**config.mk**
```make
export PLATFORM = sky130hd
export DESIGN_NAME = fb_uart_tx
export DESIGN_NICKNAME = d
export VERILOG_FILES = /design/src/rtl/vga_uart_pkg.sv /design/src/rtl/uart_tx.sv /design/src/rtl/fb_uart_tx.sv
export SDC_FILE = /design/constraint.sdc
export NUM_CORES = 1
export LEC_CHECK = 0
export ABC_CLOCK_PERIOD_IN_PS = 6700
export CAP_MARGIN = 5
export CORE_MARGIN = 5
export CORE_UTILIZATION = 52
export CTS_BUF_LIST = sky130_fd_sc_hd__clkbuf_4 sky130_fd_sc_hd__clkbuf_8
export CTS_CLUSTER_DIAMETER = 150
export DETAILED_ROUTE_END_ITERATION = 8
export PLACE_DENSITY = 0.82
export SLEW_MARGIN = 20
export SYNTH_ARGS = -nofsm -noshare
export SYNTH_HDL_FRONTEND = slang
export SYNTH_SLANG_ARGS = --single-unit
```
**constraint.sdc**
```tcl
create_clock -name clk -period 6.7 [get_ports clk]
set_input_delay 1.005 -clock clk [delete_from_list [all_inputs] [get_ports clk]]
set_output_delay 1.005 -clock clk [all_outputs]
set_load 0.02 [all_outputs]
```
**src/rtl/vga_uart_pkg.sv**
```systemverilog
// Shared constants and FSM state type for the VGA UART byte protocol.
package vga_uart_pkg;

  localparam logic [7:0]  SYNC_BYTE   = 8'h80;
  localparam int unsigned FB_W        = 320;
  localparam int unsigned FB_H        = 240;
  localparam int unsigned NUM_PIXELS  = FB_W * FB_H;
  localparam int unsigned ADDR_W      = $clog2(NUM_PIXELS);
  localparam int unsigned CLK_PER_BIT = 50;

  typedef enum logic [1:0] {
    ST_IDLE,
    ST_SEND_SYNC,
    ST_SEND_PIX,
    ST_FINISH
  } state_e;

endpackage

```
**src/rtl/uart_tx.sv**
```systemverilog
// UART 8N1 byte transmitter with trailing idle-high gap bits.
// ready_c rises in the final cycle of the last gap bit so bytes chain with no dead cycle.
module uart_tx #(
  parameter int unsigned CLK_PER_BIT = 50,
  parameter int unsigned GAP_BITS    = 1
) (
  input  logic       clk,
  input  logic       rst,
  input  logic       valid,
  input  logic [7:0] data,
  output logic       ready_c,
  output logic       tx
);

  localparam int unsigned LAST_BIT = 9 + GAP_BITS;
  localparam int unsigned CNT_W    = $clog2(CLK_PER_BIT + 1);
  localparam int unsigned BIT_W    = $clog2(LAST_BIT + 1);

  logic             active;
  logic [CNT_W-1:0] clk_cnt;
  logic [BIT_W-1:0] bit_idx;
  logic [7:0]       shreg;
  logic             bit_end_c;

  assign bit_end_c = (clk_cnt == CNT_W'(CLK_PER_BIT - 1));
  assign ready_c   = !active || (bit_end_c && (bit_idx == BIT_W'(LAST_BIT)));

  // Bit timer, bit index and shift register; bit_idx 0 = start, 1..8 = data, 9 = stop, then gap.
  always_ff @(posedge clk) begin
    if (rst) begin
      active  <= 1'b0;
      clk_cnt <= '0;
      bit_idx <= '0;
      shreg   <= '0;
      tx      <= 1'b1;
    end else if (valid && ready_c) begin
      active  <= 1'b1;
      clk_cnt <= '0;
      bit_idx <= '0;
      shreg   <= data;
      tx      <= 1'b0;
    end else if (active) begin
      if (bit_end_c) begin
        clk_cnt <= '0;
        if (bit_idx == BIT_W'(LAST_BIT)) begin
          active <= 1'b0;
          tx     <= 1'b1;
        end else begin
          bit_idx <= bit_idx + BIT_W'(1);
          if (bit_idx < BIT_W'(8)) begin
            tx    <= shreg[0];
            shreg <= {1'b0, shreg[7:1]};
          end else begin
            tx <= 1'b1;
          end
        end
      end else begin
        clk_cnt <= clk_cnt + CNT_W'(1);
      end
    end
  end

endmodule

```
**src/rtl/fb_uart_tx.sv**
```systemverilog
// Frame-buffer readback streamer: sync byte 0x80 then every pixel (MSB cleared) over UART.
module fb_uart_tx
  import vga_uart_pkg::*;
#(
  parameter int unsigned CLK_PER_BIT = vga_uart_pkg::CLK_PER_BIT,
  parameter int unsigned NUM_PIXELS  = vga_uart_pkg::NUM_PIXELS,
  parameter int unsigned ADDR_W      = vga_uart_pkg::ADDR_W,
  parameter int unsigned GAP_BITS    = 1
) (
  input  logic              clk,
  input  logic              rst,
  input  logic              start,
  output logic              busy,
  output logic              done,
  output logic [ADDR_W-1:0] mem_addr,
  input  logic [7:0]        mem_rdata,
  output logic              tx
);

  // One extra bit so next-pixel lookahead past the last index cannot wrap.
  localparam int unsigned IDX_W = ADDR_W + 1;

  state_e           state, state_d;
  logic [IDX_W-1:0] pix_idx, pix_idx_d;
  logic             busy_d, done_d;
  logic             byte_valid_c, byte_ready_c;
  logic [7:0]       byte_data_c;
  logic             fetch_c;
  logic [IDX_W-1:0] fetch_idx_c;
  logic             rd_req, rd_vld;
  logic [7:0]       hold;

  uart_tx #(
    .CLK_PER_BIT(CLK_PER_BIT),
    .GAP_BITS   (GAP_BITS)
  ) u_uart_tx (
    .clk    (clk),
    .rst    (rst),
    .valid  (byte_valid_c),
    .data   (byte_data_c),
    .ready_c(byte_ready_c),
    .tx     (tx)
  );

  // Next state, byte hand-off and prefetch of the following pixel on each byte's start.
  always_comb begin
    state_d      = state;
    pix_idx_d    = pix_idx;
    busy_d       = busy;
    done_d       = 1'b0;
    byte_valid_c = 1'b0;
    byte_data_c  = hold;
    fetch_c      = 1'b0;
    fetch_idx_c  = '0;
    case (state)
      ST_IDLE, ST_FINISH: begin
        state_d = ST_IDLE;
        busy_d  = 1'b0;
        if (start) begin
          state_d      = ST_SEND_SYNC;
          busy_d       = 1'b1;
          byte_valid_c = 1'b1;
          byte_data_c  = SYNC_BYTE;
          pix_idx_d    = '0;
          fetch_c      = 1'b1;
          fetch_idx_c  = '0;
        end
      end
      ST_SEND_SYNC: begin
        if (byte_ready_c) begin
          state_d      = ST_SEND_PIX;
          byte_valid_c = 1'b1;
          pix_idx_d    = '0;
          fetch_idx_c  = IDX_W'(1);
          fetch_c      = (fetch_idx_c < IDX_W'(NUM_PIXELS));
        end
      end
      ST_SEND_PIX: begin
        if (byte_ready_c) begin
          if (pix_idx == IDX_W'(NUM_PIXELS - 1)) begin
            state_d = ST_FINISH;
            busy_d  = 1'b0;
            done_d  = 1'b1;
          end else begin
            byte_valid_c = 1'b1;
            pix_idx_d    = pix_idx + IDX_W'(1);
            fetch_idx_c  = pix_idx + IDX_W'(2);
            fetch_c      = (fetch_idx_c < IDX_W'(NUM_PIXELS));
          end
        end
      end
      default: state_d = ST_IDLE;
    endcase
  end

  // State, status outputs, read address and one-cycle-latency capture into the holding register.
  always_ff @(posedge clk) begin
    if (rst) begin
      state    <= ST_IDLE;
      pix_idx  <= '0;
      busy     <= 1'b0;
      done     <= 1'b0;
      mem_addr <= '0;
      rd_req   <= 1'b0;
      rd_vld   <= 1'b0;
      hold     <= '0;
    end else begin
      state   <= state_d;
      pix_idx <= pix_idx_d;
      busy    <= busy_d;
      done    <= done_d;
      rd_req  <= fetch_c;
      rd_vld  <= rd_req;
      if (fetch_c) mem_addr <= fetch_idx_c[ADDR_W-1:0];
      if (rd_vld)  hold     <= mem_rdata & 8'h7F;
    end
  end

endmodule

```
==> results.env <==
RUN_STATUS='finished, final reports clean'
DIEWIDTH_UM=93.2
SYNTHARSTFLOPSHARE_PCT=0
SYNTH-WARNING-COUNT=0
ENDPOINT_KIND='flop'
SKEW_NS=0.00802
CTS_TREE='yes'
WIRELENGTH_MET1_MM=3.28
CRITICAL_PATH.SLOWEST_CELL='sky130_fd_sc_hd__o221ai_4'
POWER-PER-CELL-AREA_nW_PER_UM2=292
GRTUSAGETOTAL_PCT=18.7
GRT_PASS1_WL_MM=13.0
CRITICAL_PATH.N_BUFFERS_INVERTERS=0
TIMING.CRITICAL_PATH.FANOUT_MAX=17
CRIT_PATH_MAX_INCR_DELAY_NS=0.61
NETLIST.AREA_LEADER.SHARE_PCT=37.8
LAYOUT-AREA-OVERHEAD-VS-SYNTH_PCT=12.6
VDD_IR_DROP_MAX_V=0.000125
GPL.FINAL_WEIGHTED_CONGESTION=0.885
NUMBER_OF_NETS_PRODUCED_BY_SYNTHESIS=413
NUM-FILL-CELLS=597
LARGEST_NET_DEGREE_AT_THE_START_OF_GLOBAL_ROUTING=48
TOTALNEGATIVESETUPSLACK_NS=0
FINAL_CORE_UTIL_PCT=60.0
DP_HPWL_MM=5.44
MAX_SLEW_MARGIN_PCT=27.2
INSERTEDDIODECOUNT=0
POWER.SWITCHING_W=0.000450
SYN_INST=394
DETAIL_ROUTE.VIAS_PER_CELL=5.87
TOTAL_CONGESTION_OVERFLOW=0
POST_ROUTE_MINIMUM_PERIOD_NS=3.34
POWER.SHARE.SWITCHING_PCT=38.0
DRV_SLEW=0
POST_SYNTH_NUM_CELL_TYPES=60
HIGHEST_LAYER='met4'
SYN_AREA_PER_CELL_UM2=9.14
DRT_ITER0_DRC=187
INITIAL_UTILIZATION_PCT=53.3
NETLIST_TOP_CELLS_AREA='sky130_fd_sc_hd__dfxtp_1, sky130_fd_sc_hd__o32ai_2, sky130_fd_sc_hd__nor2_1'
WORST_PIN_SLEW_NS=1.09
CTS_HOLD_REPAIR.BUFFERS=0
CTS-BUFFERS-INSERTED=9
SYNTH.LARGEST_AREA_CELL='sky130_fd_sc_hd__dfxtp_1'
WIRE_LENGTH_AFTER_DETAILED_ROUTING_MM=7.59
SYNTH-SEQ-CELLS=68
SHARE_COMB_OF_TOTAL_POWER_PCT=32.7
CTS_SETUP_BUFFERS=0
WORSTPATHREQUIRED_NS=6.93
RSZ_0062_RAISED_AFTER_GLOBAL_ROUTING='no'
YS_DOMINANT_REG_CELL='sky130_fd_sc_hd__dfxtp_1'
GRT_PASS1_VIAS=2810
MET2_LENGTH_MM=3.86
NUMCLOCKSINKS=68
NUMBER_OF_ANTENNA_VIOLATIONS_AT_THE_FIRST_CHECK_IN_GLOBAL_ROUTING=0
CP_TOP_FAMILY='compound AO/OA/AOI/OAI gates'
FINAL-HOLD-VIOLATION-COUNT=0
CLKPWRFRAC_PCT=25.3
SETUP_VIOL_COUNT_FINAL=0
NETLIST_AREA_UM2=3600
WORST_SKEW_PAIR.LATE_LATENCY_NS=0.34
VIAS=2912
PERIOD_UTILIZATION_POST_ROUTE_PCT=49.9
WL_PER_CELL_UM=15.3
FIRSTDRTPASSITERS=4
CRIT_PATH_START='pix_idx[5]'
SEQ_POWER_SHARE_PCT=41.9
COREAREA_UM2=6760
HP-START='rd_req'
STATIC-LEAKAGE-POWER_nW=1.38
DRTANTENNAVIOLNETS=0
POST_ROUTE_TOTAL_POWER_W=0.00118
CTS_ROOT_BUF='sky130_fd_sc_hd__clkbuf_8'
BOUNDARYPINS=31
TIMING.FMAX_MHz=299
DIE-AREA_UM2=8690
CRIT_TYPE='flop to flop'
NUM-NETS-FINAL=430
CLK_TRANSITION_REPORTED_PATHS_NS=0.07
START_KIND='flop'
ARRIVAL_NS=3.58
CTSLONGESTPATHBUFFERS=2
MIN-DELAY-PATH-CLASS='flop to flop'
YS_SEQ_AREA_SHARE_PCT=37.8
CRITICAL_PATH.REG2REG.STARTPOINT='pix_idx[5]'
HTREE_LEVELS=3
PLACEMENT.IO_BUFFERS=29
TOTAL_DRC_ERRORS_IN_THE_ROUTED_LAYOUT=0
FLOORPLAN.ROWS=30
POST_CTS.RESIZED_INSTANCES=0
DIE_HEIGHT_UM=93.2
ROUTE.MET3.WL_UM=305
CRIT_PATH_CELL_TRACE='nand4_1, nor4_1, xor2_1, o41a_4, o221ai_4, mux2_2'
FINAL_LAYOUT_SIZE_SUFFIX_GT1_SHARE_PCT=10.8
INTPOWER_W=0.000734
MAX_CAP_VIOLATIONS=0
SYNTH-EDFF-COUNT=0
==> cells in the final DEF, fill, tap and decap left out, types with 4 or more instances in the layout <==
cell type                         instances
sky130_fd_sc_hd__a21oi_1                 21
sky130_fd_sc_hd__clkbuf_8                10
sky130_fd_sc_hd__o21ai_0                  7
sky130_fd_sc_hd__ha_1                     8
sky130_fd_sc_hd__xor2_1                  17
sky130_fd_sc_hd__inv_1                   28
sky130_fd_sc_hd__and2_1                   9
sky130_fd_sc_hd__nor2b_1                  7
sky130_fd_sc_hd__nor2_1                  44
sky130_fd_sc_hd__nand4_1                  7
sky130_fd_sc_hd__o2111ai_1               11
sky130_fd_sc_hd__mux2_1                   4
sky130_fd_sc_hd__nand2_1                 20
sky130_fd_sc_hd__o32ai_2                 11
sky130_fd_sc_hd__clkdlybuf4s50_1         28
sky130_fd_sc_hd__nand3_1                  9
sky130_fd_sc_hd__dfxtp_1                 68
sky130_fd_sc_hd__or4_1                    4
sky130_fd_sc_hd__xnor2_1                 12
sky130_fd_sc_hd__or3_1                    5
sky130_fd_sc_hd__a211oi_1                 8
sky130_fd_sc_hd__mux2i_1                 15
sky130_fd_sc_hd__nor3_1                   7
==> cells by family (layout without fill, tap and decap cells) <==
group | Yosys count | after routing | synth area share, %
flops | 68 | 68 | 37.8
buf+inv | 53 | 75 | 6.36
xor+xnor | 29 | 29 | 7.05
compound gates | 82 | 82 | 19.9
fa+ha+maj | 8 | 8 | 2.78
mux | 20 | 20 | 5.73
simple gates | 134 | 134 | 20.4
==> sequential cells by signal, indices dropped and copies added, names as in the netlist <==
signal and count:
state 2, rd_req 1, pix_idx 18, rd_vld 1, u_uart_tx.shreg 8, hold 7
mem_addr 17, u_uart_tx.tx 1, u_uart_tx.active 1, u_uart_tx.bit_idx 4, done 1, u_uart_tx.clk_cnt 6
busy 1
==> metrics by stage <==
step	cells	instance area, µm²	setup slack (ns)	hold slack (ns)
3_5_place_dp	480	3880	3.39	0.427
6_report	496	4060	3.36	0.440
3_3_place_gp	480	3880	3.46	0.425
2_1_floorplan	394	3600	4.11	0.414
4_1_cts	496	4060	3.38	0.444
5_1_grt	496	4060	3.24	0.464
==> power by group through the flow <==
| stage | Clock, W | Sequential, W | Combinational (W) |
|---|---|---|---|
| 3_5_place_dp | 0 | 0.000505 | 0.000383 |
| 5_1_grt | 0.000330 | 0.000504 | 0.000429 |
| 4_1_cts | 0.000309 | 0.000496 | 0.000385 |
| 6_report | 0.000300 | 0.000496 | 0.000387 |
| 2_1_floorplan | 0 | 0.000496 | 0.000303 |
| 3_3_place_gp | 0 | 0.000502 | 0.000369 |
==> per-layer routing <==
layer  vias up  global-route usage, %
met5         -                      0
met4         0                   7.69
met3        18                   5.55
met2        68                   30.5
met1      1372                   22.9
li1       1454                      -
==> synthesized netlist by cell type (all sizes together) (5+ instances only) <==
cell type   n
dfxtp      68
nor2       44
inv        28
a21oi      21
nand2      20
xor2       17
clkbuf     15
mux2i      15
xnor2      12
o2111ai    11
o32ai      11
buf        10
nand3      10
and2        9
nand4       9
a211oi      8
ha          8
nor2b       7
nor3        7
o21ai       7
mux2        5
or3         5
==> cell type report <==
cell class	instances	area (µm²)	area share [%]
inverter	28	105	2.59
clock buffer	10	138	3.39
tap	80	100	2.47
clock inverter	6	40.0	0.987
timing repair buffer	31	300	7.40
sequential	68	1360	33.6
multi-input combinational	273	2010	49.6
==> path summary, 6_finish.rpt <==
check	slack [ns]	depth (start not counted)	endpoint
max	3.36	6	mem_addr[14]
min	0.44	1	rd_vld
max reg2reg	3.36	6	mem_addr[14]
min reg2reg	0.44	1	rd_vld
(Power assumes the default switching activity.)
